<file path="config.mk">
export PLATFORM = sky130hd
export DESIGN_NAME = serlink
export DESIGN_NICKNAME = d
export VERILOG_FILES = /design/src/rtl/serlink_pkg.sv /design/src/rtl/serlink_fifo.sv /design/src/rtl/serlink.sv
export SDC_FILE = /design/constraint.sdc
export NUM_CORES = 1
export LEC_CHECK = 0
export CAP_MARGIN = 0
export CORE_MARGIN = 1
export CORE_UTILIZATION = 45
export DETAILED_ROUTE_END_ITERATION = 7
export PLACE_DENSITY_LB_ADDON = 0.3
export SYNTH_ARGS = -nofsm -noshare
export SYNTH_HDL_FRONTEND = slang
export SYNTH_SLANG_ARGS = --single-unit
</file>
<file path="constraint.sdc">
create_clock -name clk -period 7.6 [get_ports clk]
set_clock_uncertainty 0.1 [all_clocks]
set_input_delay 1.14 -clock clk [delete_from_list [all_inputs] [get_ports clk]]
set_output_delay 1.14 -clock clk [all_outputs]
set_load 0.02 [all_outputs]
</file>
<file path="src/rtl/serlink_pkg.sv">
// rtl/serlink_pkg.sv - shared frame constants, TX state type and sizing helpers for serlink
package serlink_pkg;

  localparam logic       START_BIT = 1'b1;
  localparam logic [1:0] TRAILER   = 2'b00;

  typedef enum logic { TX_IDLE, TX_SHIFT } tx_state_e;

  function automatic int frame_len(input int dw);
    return dw + 4;
  endfunction

  function automatic int level_w(input int depth);
    return $clog2(depth) + 1;
  endfunction

endpackage

</file>
<file path="src/rtl/serlink_fifo.sv">
// rtl/serlink_fifo.sv - synchronous command FIFO with registered level and full/empty flags
module serlink_fifo
  import serlink_pkg::*;
#(
  parameter int  W     = 9,
  parameter int  DEPTH = 16,
  localparam int LW    = level_w(DEPTH)
) (
  input  logic          clk,
  input  logic          rst_n,
  input  logic [W-1:0]  i_wr_data,
  input  logic          i_wr_en,
  input  logic          i_rd_en,
  output logic [W-1:0]  o_rd_data,
  output logic [LW-1:0] o_level,
  output logic          o_full,
  output logic          o_empty
);

  localparam int AW = $clog2(DEPTH);

  logic [W-1:0]  r_mem [DEPTH];
  logic [AW-1:0] r_wr_ptr;
  logic [AW-1:0] r_rd_ptr;
  logic [LW-1:0] r_level;
  logic          w_wr;
  logic          w_rd;

  // Flags come from the registered level, so a full FIFO refuses writes even while popping.
  assign o_full    = (r_level == LW'(DEPTH));
  assign o_empty   = (r_level == '0);
  assign w_wr      = i_wr_en && !o_full;
  assign w_rd      = i_rd_en && !o_empty;
  assign o_rd_data = r_mem[r_rd_ptr];
  assign o_level   = r_level;

  always_ff @(posedge clk) begin
    if (w_wr) r_mem[r_wr_ptr] <= i_wr_data;
  end

  always_ff @(posedge clk) begin
    if (!rst_n) begin
      r_wr_ptr <= '0;
      r_rd_ptr <= '0;
      r_level  <= '0;
    end else begin
      if (w_wr) r_wr_ptr <= r_wr_ptr + AW'(1);
      if (w_rd) r_rd_ptr <= r_rd_ptr + AW'(1);
      case ({w_wr, w_rd})
        2'b10:   r_level <= r_level + LW'(1);
        2'b01:   r_level <= r_level - LW'(1);
        default: r_level <= r_level;
      endcase
    end
  end

endmodule

</file>
<file path="src/rtl/serlink.sv">
// rtl/serlink.sv - full-duplex framed serial link: TX FIFO/serialiser, RX decoder, word assembler, timeout
module serlink
  import serlink_pkg::*;
#(
  parameter int  DW     = 8,
  parameter int  NWORD  = 5,
  parameter int  FDEPTH = 16,
  parameter int  TOUT   = 1023,
  localparam int LW     = level_w(FDEPTH)
) (
  input  logic                clk,
  input  logic                rst_n,
  input  logic [DW:0]         tx_data,
  input  logic                tx_valid,
  output logic                tx_ready,
  output logic [LW-1:0]       tx_level,
  output logic                ser_out,
  input  logic                ser_in,
  output logic [DW*NWORD-1:0] rx_word,
  output logic                rx_valid,
  output logic                rx_timeout,
  output logic [15:0]         bytes_sent,
  output logic [15:0]         bytes_seen
);

  localparam int              F         = frame_len(DW);
  localparam int              BW        = $clog2(F);
  localparam logic [BW-1:0]   BIT_LAST  = BW'(F - 1);
  localparam int              AW        = DW * NWORD;
  localparam int              CW        = $clog2(NWORD + 1);
  localparam int              TW        = (TOUT > 0) ? $clog2(TOUT + 1) : 1;
  localparam logic [TW-1:0]   TOUT_LAST = TW'((TOUT > 0) ? TOUT - 1 : 0);

  tx_state_e     r_state;
  tx_state_e     w_state_nx;
  logic [F-1:0]  r_tx_sh;
  logic [BW-1:0] r_bit;
  logic [15:0]   r_bytes_sent;
  logic          w_load;
  logic [DW:0]   w_fifo_dout;
  logic          w_fifo_full;
  logic          w_fifo_empty;

  serlink_fifo #(.W(DW + 1), .DEPTH(FDEPTH)) u_fifo (
    .clk       (clk),
    .rst_n     (rst_n),
    .i_wr_data (tx_data),
    .i_wr_en   (tx_valid),
    .i_rd_en   (w_load),
    .o_rd_data (w_fifo_dout),
    .o_level   (tx_level),
    .o_full    (w_fifo_full),
    .o_empty   (w_fifo_empty)
  );

  assign tx_ready   = !w_fifo_full;
  assign ser_out    = r_tx_sh[F-1];
  assign bytes_sent = r_bytes_sent;

  // Reloading on the last bit keeps queued frames back-to-back with no idle gap.
  always_comb begin
    w_state_nx = r_state;
    w_load     = 1'b0;
    case (r_state)
      TX_IDLE: begin
        if (!w_fifo_empty) begin
          w_load     = 1'b1;
          w_state_nx = TX_SHIFT;
        end
      end
      TX_SHIFT: begin
        if (r_bit == BIT_LAST) begin
          if (!w_fifo_empty) w_load = 1'b1;
          else               w_state_nx = TX_IDLE;
        end
      end
      default: w_state_nx = TX_IDLE;
    endcase
  end

  always_ff @(posedge clk) begin
    if (!rst_n) r_state <= TX_IDLE;
    else        r_state <= w_state_nx;
  end

  always_ff @(posedge clk) begin
    if (!rst_n) begin
      r_tx_sh      <= '0;
      r_bit        <= '0;
      r_bytes_sent <= '0;
    end else if (w_load) begin
      r_tx_sh      <= {START_BIT, w_fifo_dout, TRAILER};
      r_bit        <= '0;
      r_bytes_sent <= r_bytes_sent + 16'd1;
    end else begin
      r_tx_sh <= r_tx_sh << 1;
      r_bit   <= (r_state == TX_SHIFT) ? r_bit + BW'(1) : '0;
    end
  end

  logic          r_ser_in;
  logic [F-1:0]  r_rx_sh;
  logic [AW-1:0] r_acc;
  logic [CW-1:0] r_acc_cnt;
  logic [TW-1:0] r_tout_cnt;
  logic [AW-1:0] r_rx_word;
  logic          r_rx_valid;
  logic          r_rx_timeout;
  logic [15:0]   r_bytes_seen;
  logic          w_rx_det;
  logic          w_rx_flag;
  logic [DW-1:0] w_rx_byte;
  logic [AW-1:0] w_acc_next;
  logic          w_tout_hit;

  assign w_rx_det   = r_rx_sh[F-1] && (r_rx_sh[1:0] == TRAILER);
  assign w_rx_flag  = r_rx_sh[F-2];
  assign w_rx_byte  = r_rx_sh[F-3:2];
  assign w_acc_next = (r_acc << DW) | AW'(w_rx_byte);
  assign w_tout_hit = (TOUT != 0) && (r_acc_cnt != '0) && (r_tout_cnt == TOUT_LAST) && !w_rx_det;

  assign rx_word    = r_rx_word;
  assign rx_valid   = r_rx_valid;
  assign rx_timeout = r_rx_timeout;
  assign bytes_seen = r_bytes_seen;

  always_ff @(posedge clk) begin
    if (!rst_n) begin
      r_ser_in     <= 1'b0;
      r_rx_sh      <= '0;
      r_acc        <= '0;
      r_acc_cnt    <= '0;
      r_tout_cnt   <= '0;
      r_rx_word    <= '0;
      r_rx_valid   <= 1'b0;
      r_rx_timeout <= 1'b0;
      r_bytes_seen <= '0;
    end else begin
      r_ser_in     <= ser_in;
      r_rx_valid   <= 1'b0;
      r_rx_timeout <= 1'b0;
      if (w_rx_det) begin
        // Keep the bit just sampled: it may be the start of a back-to-back frame.
        r_rx_sh      <= {{(F-1){1'b0}}, r_ser_in};
        r_bytes_seen <= r_bytes_seen + 16'd1;
        r_tout_cnt   <= '0;
        if (w_rx_flag) begin
          r_rx_valid <= 1'b1;
          r_acc      <= '0;
          r_acc_cnt  <= '0;
        end else begin
          r_acc <= w_acc_next;
          if (r_acc_cnt != CW'(NWORD)) r_acc_cnt <= r_acc_cnt + CW'(1);
        end
      end else begin
        r_rx_sh <= {r_rx_sh[F-2:0], r_ser_in};
        if (w_tout_hit) begin
          r_acc        <= '0;
          r_acc_cnt    <= '0;
          r_tout_cnt   <= '0;
          r_rx_timeout <= 1'b1;
        end else if (r_acc_cnt != '0) begin
          r_tout_cnt <= r_tout_cnt + TW'(1);
        end
      end
      // A completed reply outranks the stale-reply clear from a flagged TX load.
      if (w_rx_det && w_rx_flag)           r_rx_word <= w_acc_next;
      else if (w_load && w_fifo_dout[DW]) r_rx_word <= '0;
    end
  end

endmodule

</file>
; ---- Word-level counts from Yosys, hierarchy flattened
; Memories as Yosys holds them, arrays and structs flattened. A register that Yosys moved wholly into a read port is not among the register bits.
; Index checks and enable logic that the tools add are counted.
[word_totals]
register_bits = 162
mem_bits_rw = 144
input_bits = 13
output_inout_bits = 81
elab_cells = 82
n_memories = 1
[classes]
addsub = 9
eq_ne = 7
mux = 22
bitwise = 3
n_reduce_logical = 22
[mem_list]
columns = name, depth, word_bits, rd, rd_clocked_by_memory_dff, wr, line
row1 = u_fifo.r_mem, 16, 9, 1, 1, 1, serlink_fifo.sv:22  ; logic [W-1:0] r_mem [DEPTH];
[op_table]
columns = cell, count
row1 = $mux W32, 3
row2 = $mux W40, 2
row3 = $or A40 B8 Y40, 1
row4 = $add A16 B1 Y16 const B, 2
row5 = $add A4 B1 Y4 const B, 3
row6 = $mux W12, 1
row7 = $mux W3, 4
row8 = $add A10 B1 Y10 const B, 1
row9 = $eq A10 B10 Y1 const B, 1
row10 = $pmux W5 S2, 1
row11 = $mux W4, 2
row12 = $logic_and A1 B1 Y1, 7
row13 = $mux W1, 7
row14 = $reduce_bool A2 Y1, 3
row15 = $reduce_or A3 Y1, 2
row16 = $add A5 B1 Y5 const B, 1
row17 = $eq A5 B5 Y1 const B, 1
row18 = $logic_not A5 Y1, 1
row19 = $sub A5 B1 Y5 const B, 1
row20 = $eq A4 B4 Y1 const B, 1
row21 = $pmux W1 S2, 2
row22 = $reduce_and A2 Y1, 2
row23 = $reduce_or A2 Y1, 2
row24 = $add A3 B1 Y3 const B, 1
row25 = 8 further kinds, 11

; ---- Longest topological paths before layout
; Gate-level depths: netlist of run 1.
[depth]
depth_word = 7
mapped_depth = 14
depth_no_buf = 12

; ---- Hierarchy
; From an unflattened synthesis of run 1, not the netlist that was laid out.
[unflattened]
cells_unflattened = 866
hier_area_um2 = 11841.4
[by_module_without_submodules]
columns = mod, n_inst, cells_per_inst, area_each_um2, seq_area_each_um2
row1 = serlink_fifo, 1, 355, 6526.3, 4664.5
row2 = serlink, 1, 511, 5315.1, 2942.8

; ---- Least setup slack after synthesis of run 1
; No wires, ideal clock.
[synth_path]
path_kind = input to register
from = input tx_valid
to = register u_fifo.r_level[4] (netlist: u_fifo.o_level[4])
setup_time_ns = 0.070
t_arrival_ns = 3.111
required_ns = 7.430
setup_slack_ns = 4.318
cell_stages = 11
n_path_buf = 1
cell_sequence = a21boi_2 -> inv_2 -> ha_1 -> clkbuf_1 -> xor2_1 -> ha_1 -> a21o_1 -> a22oi_1 -> o221a_1 -> or3_1 -> a21oi_1
[synth_between]
elab_chain_cells = 3
word_cells_on_any_way = 5
cone_classes = eq/ne (2) / mux (1) / reduce/logical (2)
[synth_rtl]
columns = item, line
row1 = "start, declared", serlink.sv:14  ; input logic tx_valid,
row2 = $logic_and A1 B1 Y1 (*), serlink_fifo.sv:32  ; assign w_wr = i_wr_en && !o_full;
row3 = $eq A2 B1 Y1 / $eq A2 B2 Y1 (equally long branches), serlink_fifo.sv:49  ; case ({w_wr, w_rd})
row4 = $pmux W5 S2 / $reduce_bool A2 Y1 (equally long branches), n/a
row5 = "end signal, assigned", serlink_fifo.sv:50  ; 2'b10: r_level <= r_level + LW'(1);
row6 = "end signal, assigned", serlink_fifo.sv:51  ; 2'b01: r_level <= r_level - LW'(1);
row7 = "end signal, assigned", serlink_fifo.sv:52  ; default: r_level <= r_level;
row8 = "end, declared", serlink_fifo.sv:25  ; logic [LW-1:0] r_level;
; Every way passes the cells marked *; elsewhere a longest branch is shown, timed or not.
; A chain may end at the register's enable or synchronous reset.

; ---- Worst setup path in the final report of run 1
[layout_path]
from = register u_fifo.r_level[1] (netlist: u_fifo.o_level[1])
to = register u_fifo.r_level[4] (netlist: u_fifo.o_level[4])
[layout_between]
elab_chain_cells = 7
word_cells_on_any_way = 15
cone_classes = add/sub (2) / eq/ne (3) / mux (4) / reduce/logical (6)
[layout_rtl]
columns = item, line
row1 = $logic_not A5 Y1, serlink_fifo.sv:31  ; assign o_empty = (r_level == '0);
row2 = $mux W1, "serlink.sv:66, serlink.sv:73"
row3 = $mux W1, serlink.sv:72  ; if (r_bit == BIT_LAST) begin
row4 = $pmux W1 S2, serlink.sv:64  ; case (r_state)
row5 = $logic_and A1 B1 Y1, serlink_fifo.sv:33  ; assign w_rd = i_rd_en && !o_empty;
row6 = $eq A2 B1 Y1 / $eq A2 B2 Y1 (equally long branches), serlink_fifo.sv:49
row7 = $pmux W5 S2 / $reduce_bool A2 Y1 (equally long branches), n/a
; Several ways; a longest one is shown, not always the timed one.

==> results.md, run 1 <==
* Unique masters post-synth at 52
* Maximum number of pins on one net before global-route repair at 58
* Maximum vdd drop at 0.0002025 V
* Number of fillers in the final layout at roughly 2100
* Final clock period utilization by the worst path at 0.5100
* Dpl cell area at between 10000 and 15000 µm²
* Clock tree from TritonCTS: yes
* Initial antenna violation count at 0
* Primary FF master, synth: dfxtp_1
* Largest stage delay on the critical path at just under 0.7 ns
* Min Tclk post-route at 3.876 ns
* Type of element capturing the critical path: flop
* Area of all placed cells without fillers at roughly 14000 µm²
* Cell-internal power at roughly 2900 µW
* Detailed Routing Iterations Pass 1 at 5
* Comb pwr share at 0.159
* Setup Buffers After CTS at 0
* Run status: complete, no violations
* Number of antenna repair diodes at 0
* Final Wtd Congestion at 0.7588
* Number of buffers on the longest clock path at 3
* Count of pins over their slew limit at 0
* Hold buffer count at CTS at 0
* Clock H-tree levels at 1
* Cell type with the highest occurrence count on the critical path: ha_1
* Count of flip-flops with a built-in enable after synthesis at 144
* XOR/XNOR Fraction of Synth Area at 0.03649
* Post-cts gate resize count at 0
* Maximum net fanout on the critical path at 24
* Final TNS setup at 0 ns
* Multi-input gate area in the final layout at 3642 µm²
* Cell chain of the critical path: nor4_4 -> a22o_1 -> inv_2 -> ha_1 -> xor2_1 -> ha_1 -> a21o_1 -> a22oi_1 -> o221a_1 -> or3_1 -> a21oi_1
* Sequential standard cell area at between 7000 and 8000 µm²
* Clock Tree Root: clkbuf_16
* Post-detailed-route DRC marker count at 0
* Area share of the largest cell type after synthesis at 0.3753
* LEAKAGE at approximately 0.0046 µW
* Ratio of routed vias to standard cells at about 5.3
* Number of buffers and inverters on the critical path at 1
* Post-Synth Simple-Gate Area at 0.09068
* Mux cell area share after synthesis at 0.07472
* Worst Max-Slew Pin Slew at about 1.2 ns
* Height of the chip at between 150 and 200 µm
* Adder-Cell Fraction of Synth Area at 0.01738
* Max-cap viol count at 0
* Layout cells sized above 1 at 0.1053
* IO Count at 94
* Area enclosed by the die boundary at between 20000 and 30000 µm²
* P_sw at approximately 990 µW
* Share of synthesized registers carrying an async set or reset at 0
* Number of clock sinks at about 310
* Global Route Usage Sum at 0.1671
* Compound-Gate Fraction of Synth Area at 0.09470
* Seq pwr share at 0.484
* Number of rows created at floorplan at 58
* Antenna Nets Post-Route at 0
* Total congestion overflow after global routing at 0
* Post-synthesis instance total at ~830
* Port Buffers at slightly above 90
* Routed len/inst at between 15 and 20 µm
* Crit-path slowest cell: a22o_1
* Yosys synthesis warning count at 0
* Kind of launch point of the worst setup path: flop
* Critical path start-end classification: reg -> reg
* Clock transition at the registers of the reported paths at ~0.060 ns
* Worst-case headroom to the max-slew limit at 0.2099
* Post-synthesis net count at about 860
* Arrival time of data at the critical path endpoint at between 4 and 5 ns
* Share of total power in the clock network at 0.356
* Required arrival time at the worst endpoint at a little under 8 ns
* Post-Route WL at about 21 mm
* Global-route wire length before repair at around 35 mm
* Classification of the worst-slack hold path: reg -> reg
* Mapped Avg Cell Area at about 14 µm²
* Endpoints failing hold at 0
* Sw frac at 0.2571
* Vias at 6715
* Chip Width at ~160 µm
* Pwr per Cell Area at around 280 nW/µm²
* Dominant combinational cell family by area after synthesis: compound AO/OA/AOI/OAI gates
* Kind of cell adding the most delay to the critical path: compound AO/OA/AOI/OAI gates
* Layout-stage area growth over the synthesis result at 18.14%
* Initial core utilization at 0.4575
* NumNets Final at 940
* Post-synthesis register bit count at 308
* Number of buffers created by CTS at 30
* Via count of the first global-routing pass at about 6400
* Share of the yosys chip area belonging to registers at 0.6603
* Setup-violating endpoint count in the final report at 0
* Skew-Pair Late Insertion Delay at around 0.54 ns
* Max frequency at approximately 260 MHz
* Iter 0 DRT Violations at about 460
* Post-detailed-placement half-perimeter wirelength at roughly 14 mm
* Core region area at ~25000 µm²
* Setup repair after global routing missed its margin: no
* Post-synthesis instance area at approximately 12000 µm²
* Synth top area cells: edfxtp_1 38%, dfxtp_1 28%, mux4_2 6.8%, a22o_1 6.6%, nor2_1 2.4%
* Dominant cell type by area after synthesis: edfxtp_1
## final cells by class
class / count / area share
sequential: 308 / 0.5590
clock inverter: 10 / 0.003217
multi-input combinational: 459 / 0.2676
timing repair buffer: 99 / 0.07170
tap: 330 / 0.03034
clock buffer: 42 / 0.06453
inverter: 13 / 0.003585
## worst register-to-register path: stages (launching register included)
cell	delay, ns
dfxtp_1	0.41
nor4_4	0.40
a22o_1	0.69
inv_2	0.42
ha_1	0.44
xor2_1	0.18
ha_1	0.23
a21o_1	0.13
a22oi_1	0.08
o221a_1	0.27
or3_1	0.31
a21oi_1	0.14
## layout by cell type, fill, tap and decap left out, drive strengths merged, types with 11 or more instances in the layout
| master | instances |
|---|---|
| nor3 | 13 |
| mux4 | 35 |
| ha | 16 |
| nor2 | 75 |
| nand3 | 21 |
| inv | 12 |
| and2 | 17 |
| a22o | 87 |
| clkdlybuf4s50 | 93 |
| clkbuf | 42 |
| edfxtp | 144 |
| nand2 | 44 |
| nand4 | 13 |
| o21ai | 13 |
| xnor2 | 21 |
| clkinv | 11 |
| a21oi | 21 |
| dfxtp | 164 |
| xor2 | 27 |
## sequential cells by signal (all words and copies together) (netlist names), named ones only
register and flops:
rx_valid 1, rx_timeout 1, r_acc_cnt 3, r_acc 32
rx_word 40, u_fifo.r_rd_ptr 4, r_state 1, r_ser_in 1
bytes_sent 16, bytes_seen 16, u_fifo.r_wr_ptr 4, u_fifo.r_mem 144
r_tx_sh 10, u_fifo.o_level 5, r_rx_sh 12, r_bit 4
r_tout_cnt 10
## power by group through the flow
stage                     clock [µW]  sequential [µW]  combinational [µW]
final                           1370             1870                 614
after detailed placement           0             1900                 619
after floorplan                    0             1900                 482
after CTS                       1410             1870                 622
after global routing            1480             1870                 682
after global placement             0             1900                 613
## cell usage after synthesis, types with 2 or more instances
library cell  instances
or3_1                 6
inv_1                 9
inv_2                 3
ha_1                 16
edfxtp_1            144
xor2_1               27
mux4_2               35
nand3_1              21
a41o_1                2
nor4_1                4
nand2_1              43
o21ai_0               2
buf_2                12
nand2b_1              4
o21ai_1              11
buf_1                 3
nand4_1              13
and3_1                6
a211oi_1              2
xnor2_1              21
clkbuf_1             24
and2_1               17
a21oi_1              21
o31a_1                2
nor3_1               13
mux2i_1               5
nor2_1               75
a22o_1               87
nor2b_1               4
buf_6                 7
dfxtp_1             164
a21o_1                2
and4_1                3
## final timing paths
| check | startpoint | depth (start not counted) | end | slack [ns] |
|---|---|---|---|---|
| setup / recovery | u_fifo.o_level[1] | 11 | u_fifo.o_level[4] | 3.72 |
| setup reg to reg | u_fifo.o_level[1] | 11 | u_fifo.o_level[4] | 3.72 |
| hold reg to reg | r_tx_sh[10] | 2 | r_tx_sh[11] | 0.34 |
| hold / removal | r_tx_sh[10] | 2 | r_tx_sh[11] | 0.34 |
## through the flow
step / setup WS [ns] / power, µW / hold WS (ns) / util / instances
floorplan: 4.318 / 2383 / 0.3119 / - / 827
global placement: 3.574 / 2511 / 0.3275 / 0.5039 / 1209
detailed placement: 3.467 / 2521 / 0.3274 / 0.5039 / 1209
CTS: 3.723 / 3895 / 0.3430 / 0.5405 / 1261
global route: 3.416 / 4033 / 0.3609 / 0.5405 / 1261
finish: 3.724 / 3852 / 0.3401 / 0.5405 / 1261
## cell families after synthesis
kind of cell | after synthesis
adders and majority gates | 16
AOI/OAI and AO/OA | 137
muxes | 42
DFF | 308
xor gates and xnor gates | 48
and+or+nand+nor | 216
buffers and inverters | 60
## layer usage
| metal | wire length (µm) | up-vias | GRT usage |
|---|---|---|---|
| li1 | - | 3254 | - |
| met1 | 10040 | 3284 | 0.2339 |
| met2 | 9915 | 140 | 0.2684 |
| met3 | 943 | 37 | 0.02656 |
| met4 | 521 | 0 | 0.04931 |
| met5 | 0 | - | 0 |
No activity file was read; power rests on OpenSTA's default activity.
==> run 2: changes to the inputs <==
==> constraint.sdc (replaced) <==
create_clock -name clk -period 3.8 [get_ports clk]
set_clock_uncertainty 0.1 [all_clocks]
set_input_delay 0.57 -clock clk [delete_from_list [all_inputs] [get_ports clk]]
set_output_delay 0.57 -clock clk [all_outputs]
set_load 0.02 [all_outputs]
==> run 2 against run 1 <==
Compared with the run above: final area up 2.0%; wire length up 1.8%; die area unchanged; worst setup slack worse by 2.8 ns; critical path depth unchanged; combinational power up 100%; first-iteration DRC count up 1.7%; via count up 1.8%; utilization up 1.1 points.
==> results.md, run 2 (synthesis gave the netlist of run 1 again) <==
* Skew-Pair Late Insertion Delay at about 0.54 ns
* Post-detailed-route DRC marker count at 0
* Iter 0 DRT Violations at ~470
* Max-cap viol count at 0
* Antenna Nets Post-Route at 0
* Maximum vdd drop at approximately 0.00036 V
* Min Tclk post-route at ~2.8 ns
* LEAKAGE at between 0.004 and 0.005 µW
* Max frequency at about 350 MHz
* Clock transition at the registers of the reported paths at ~0.060 ns
* Kind of launch point of the worst setup path: flop
* Layout cells sized above 1 at 0.1296
* Critical path start-end classification: reg -> reg
* NumNets Final at 965
* Layout-stage area growth over the synthesis result at 20.52%
* Final clock period utilization by the worst path at 0.7495
* Number of antenna repair diodes at 0
* Highest-count cells in the layout ignoring fill and taps: 163 x dfxtp_1, 144 x edfxtp_1, 93 x clkdlybuf4s50_1
* Worst Max-Slew Pin Slew at 0.8747 ns
* Number of buffers created by CTS at 30
* Post-cts gate resize count at 0
* Arrival time of data at the critical path endpoint at between 3 and 4 ns
* Clock Tree Root: clkbuf_16
* Number of fillers in the final layout at 2033
* Endpoints failing hold at 0
* Maximum net fanout on the critical path at 9
* IO Count at between 90 and 100
* Dpl cell area at about 13000 µm²
* Hold buffer count at CTS at 0
* Max reg flops at 144
* Post-detailed-placement half-perimeter wirelength at 13.75 mm
* Chip Width at around 160 µm
* Initial core utilization at 0.4575
* Area of all placed cells without fillers at approximately 14000 µm²
* Core region area at about 25000 µm²
* Setup Buffers After CTS at 0
* Type of element capturing the critical path: flop
* Clock H-tree levels at 1
* Port Buffers at slightly above 90
* Clock tree from TritonCTS: yes
* Commonest non-fill, non-tap cell in the layout: dfxtp_1
* Required arrival time at the worst endpoint at 4.17 ns
* Run status: complete, no violations
* Global-route wire length before repair at around 36 mm
* Final Wtd Congestion at 0.7487
* Ratio of routed vias to standard cells at ~5.3
* Height of the chip at around 160 µm
* Classification of the worst-slack hold path: reg -> reg
* Pwr per Cell Area at slightly below 600 nW/µm²
* Setup-violating endpoint count in the final report at 0
* Routed len/inst at 16.94 µm
* Largest Register: u_fifo.r_mem
* Final TNS setup at 0 ns
* Via count of the first global-routing pass at ~6700
* Number of rows created at floorplan at slightly below 60
* Initial antenna violation count at 0
* Post-Route WL at about 22 mm
* Vias at roughly 6800
* Total congestion overflow after global routing at 0
* Global Route Usage Sum at 0.1704
* Area enclosed by the die boundary at ~26000 µm²
* Number of buffers on the longest clock path at 3
* Setup repair after global routing missed its margin: no
* Detailed Routing Iterations Pass 1 at 4
* Number of clock sinks at about 310
* Worst-case headroom to the max-slew limit at 0.4161
* Maximum number of pins on one net before global-route repair at 56
* Count of pins over their slew limit at 0
## run 2: cell types whose count changed in the layout (fill, tap and decap cells not counted), moves of 3 or more
cell      change
buf_4        +25
clkinv_1      -3
nor3_1        +4
nor3_2        -4
## run 2: critical path, cell delays in order (launching register included)
cell and delay, ns:
dfxtp_1 0.41, nor4_4 0.39, a22o_1 0.23, inv_2 0.04, ha_1 0.29, xor2_1 0.17
ha_1 0.22, a21o_1 0.14, a22oi_1 0.08, o221a_1 0.27, or3_1 0.30, a21oi_1 0.13
## run 2: final cells by class
cell class | instances | area, µm² | share of cell area
clock buffers | 44 | 929.6 | 0.06695
clock inverters | 9 | 98.84 | 0.007119
inverters | 13 | 48.80 | 0.003514
multi-input cells | 459 | 3622 | 0.2609
flip-flops and latches | 308 | 7609 | 0.5480
well taps | 330 | 412.9 | 0.02974
repair buffers | 124 | 1164 | 0.08381
## run 2: power by group
part | internal [µW] | switching (µW)
clock | 1820 | 1180
sequential | 3620 | 139
combinational | 555 | 700
## run 2: final timing paths
check / slack, ns / depth (start not counted) / to / from
min reg2reg: 0.34 / 2 / r_tx_sh[7] / r_tx_sh[6]
max: 0.95 / 11 / u_fifo.o_level[4] / u_fifo.o_level[1]
min: 0.34 / 2 / r_tx_sh[7] / r_tx_sh[6]
max reg2reg: 0.95 / 11 / u_fifo.o_level[4] / u_fifo.o_level[1]
## run 2: through the flow
stage	instances	total power [µW]	setup WS [ns]	util	hold slack [ns]
3_3_place_gp	1234	5086	0.7909	0.5105	0.3282
6_report	1287	8016	0.9519	0.5514	0.3417
3_5_place_dp	1234	5103	0.7569	0.5105	0.3238
5_1_grt	1287	8374	0.7084	0.5514	0.3679
4_1_cts	1287	8112	0.9392	0.5514	0.3450
2_1_floorplan	827	4766	0.5418	-	0.3119
## run 2: metal layers
layer	track usage	wire length [µm]	vias to the layer above
met5	0	0	-
met4	0.04160	396	0
met3	0.02835	1062	34
met2	0.2784	10330	151
met1	0.2372	10020	3343
li1	-	-	3309
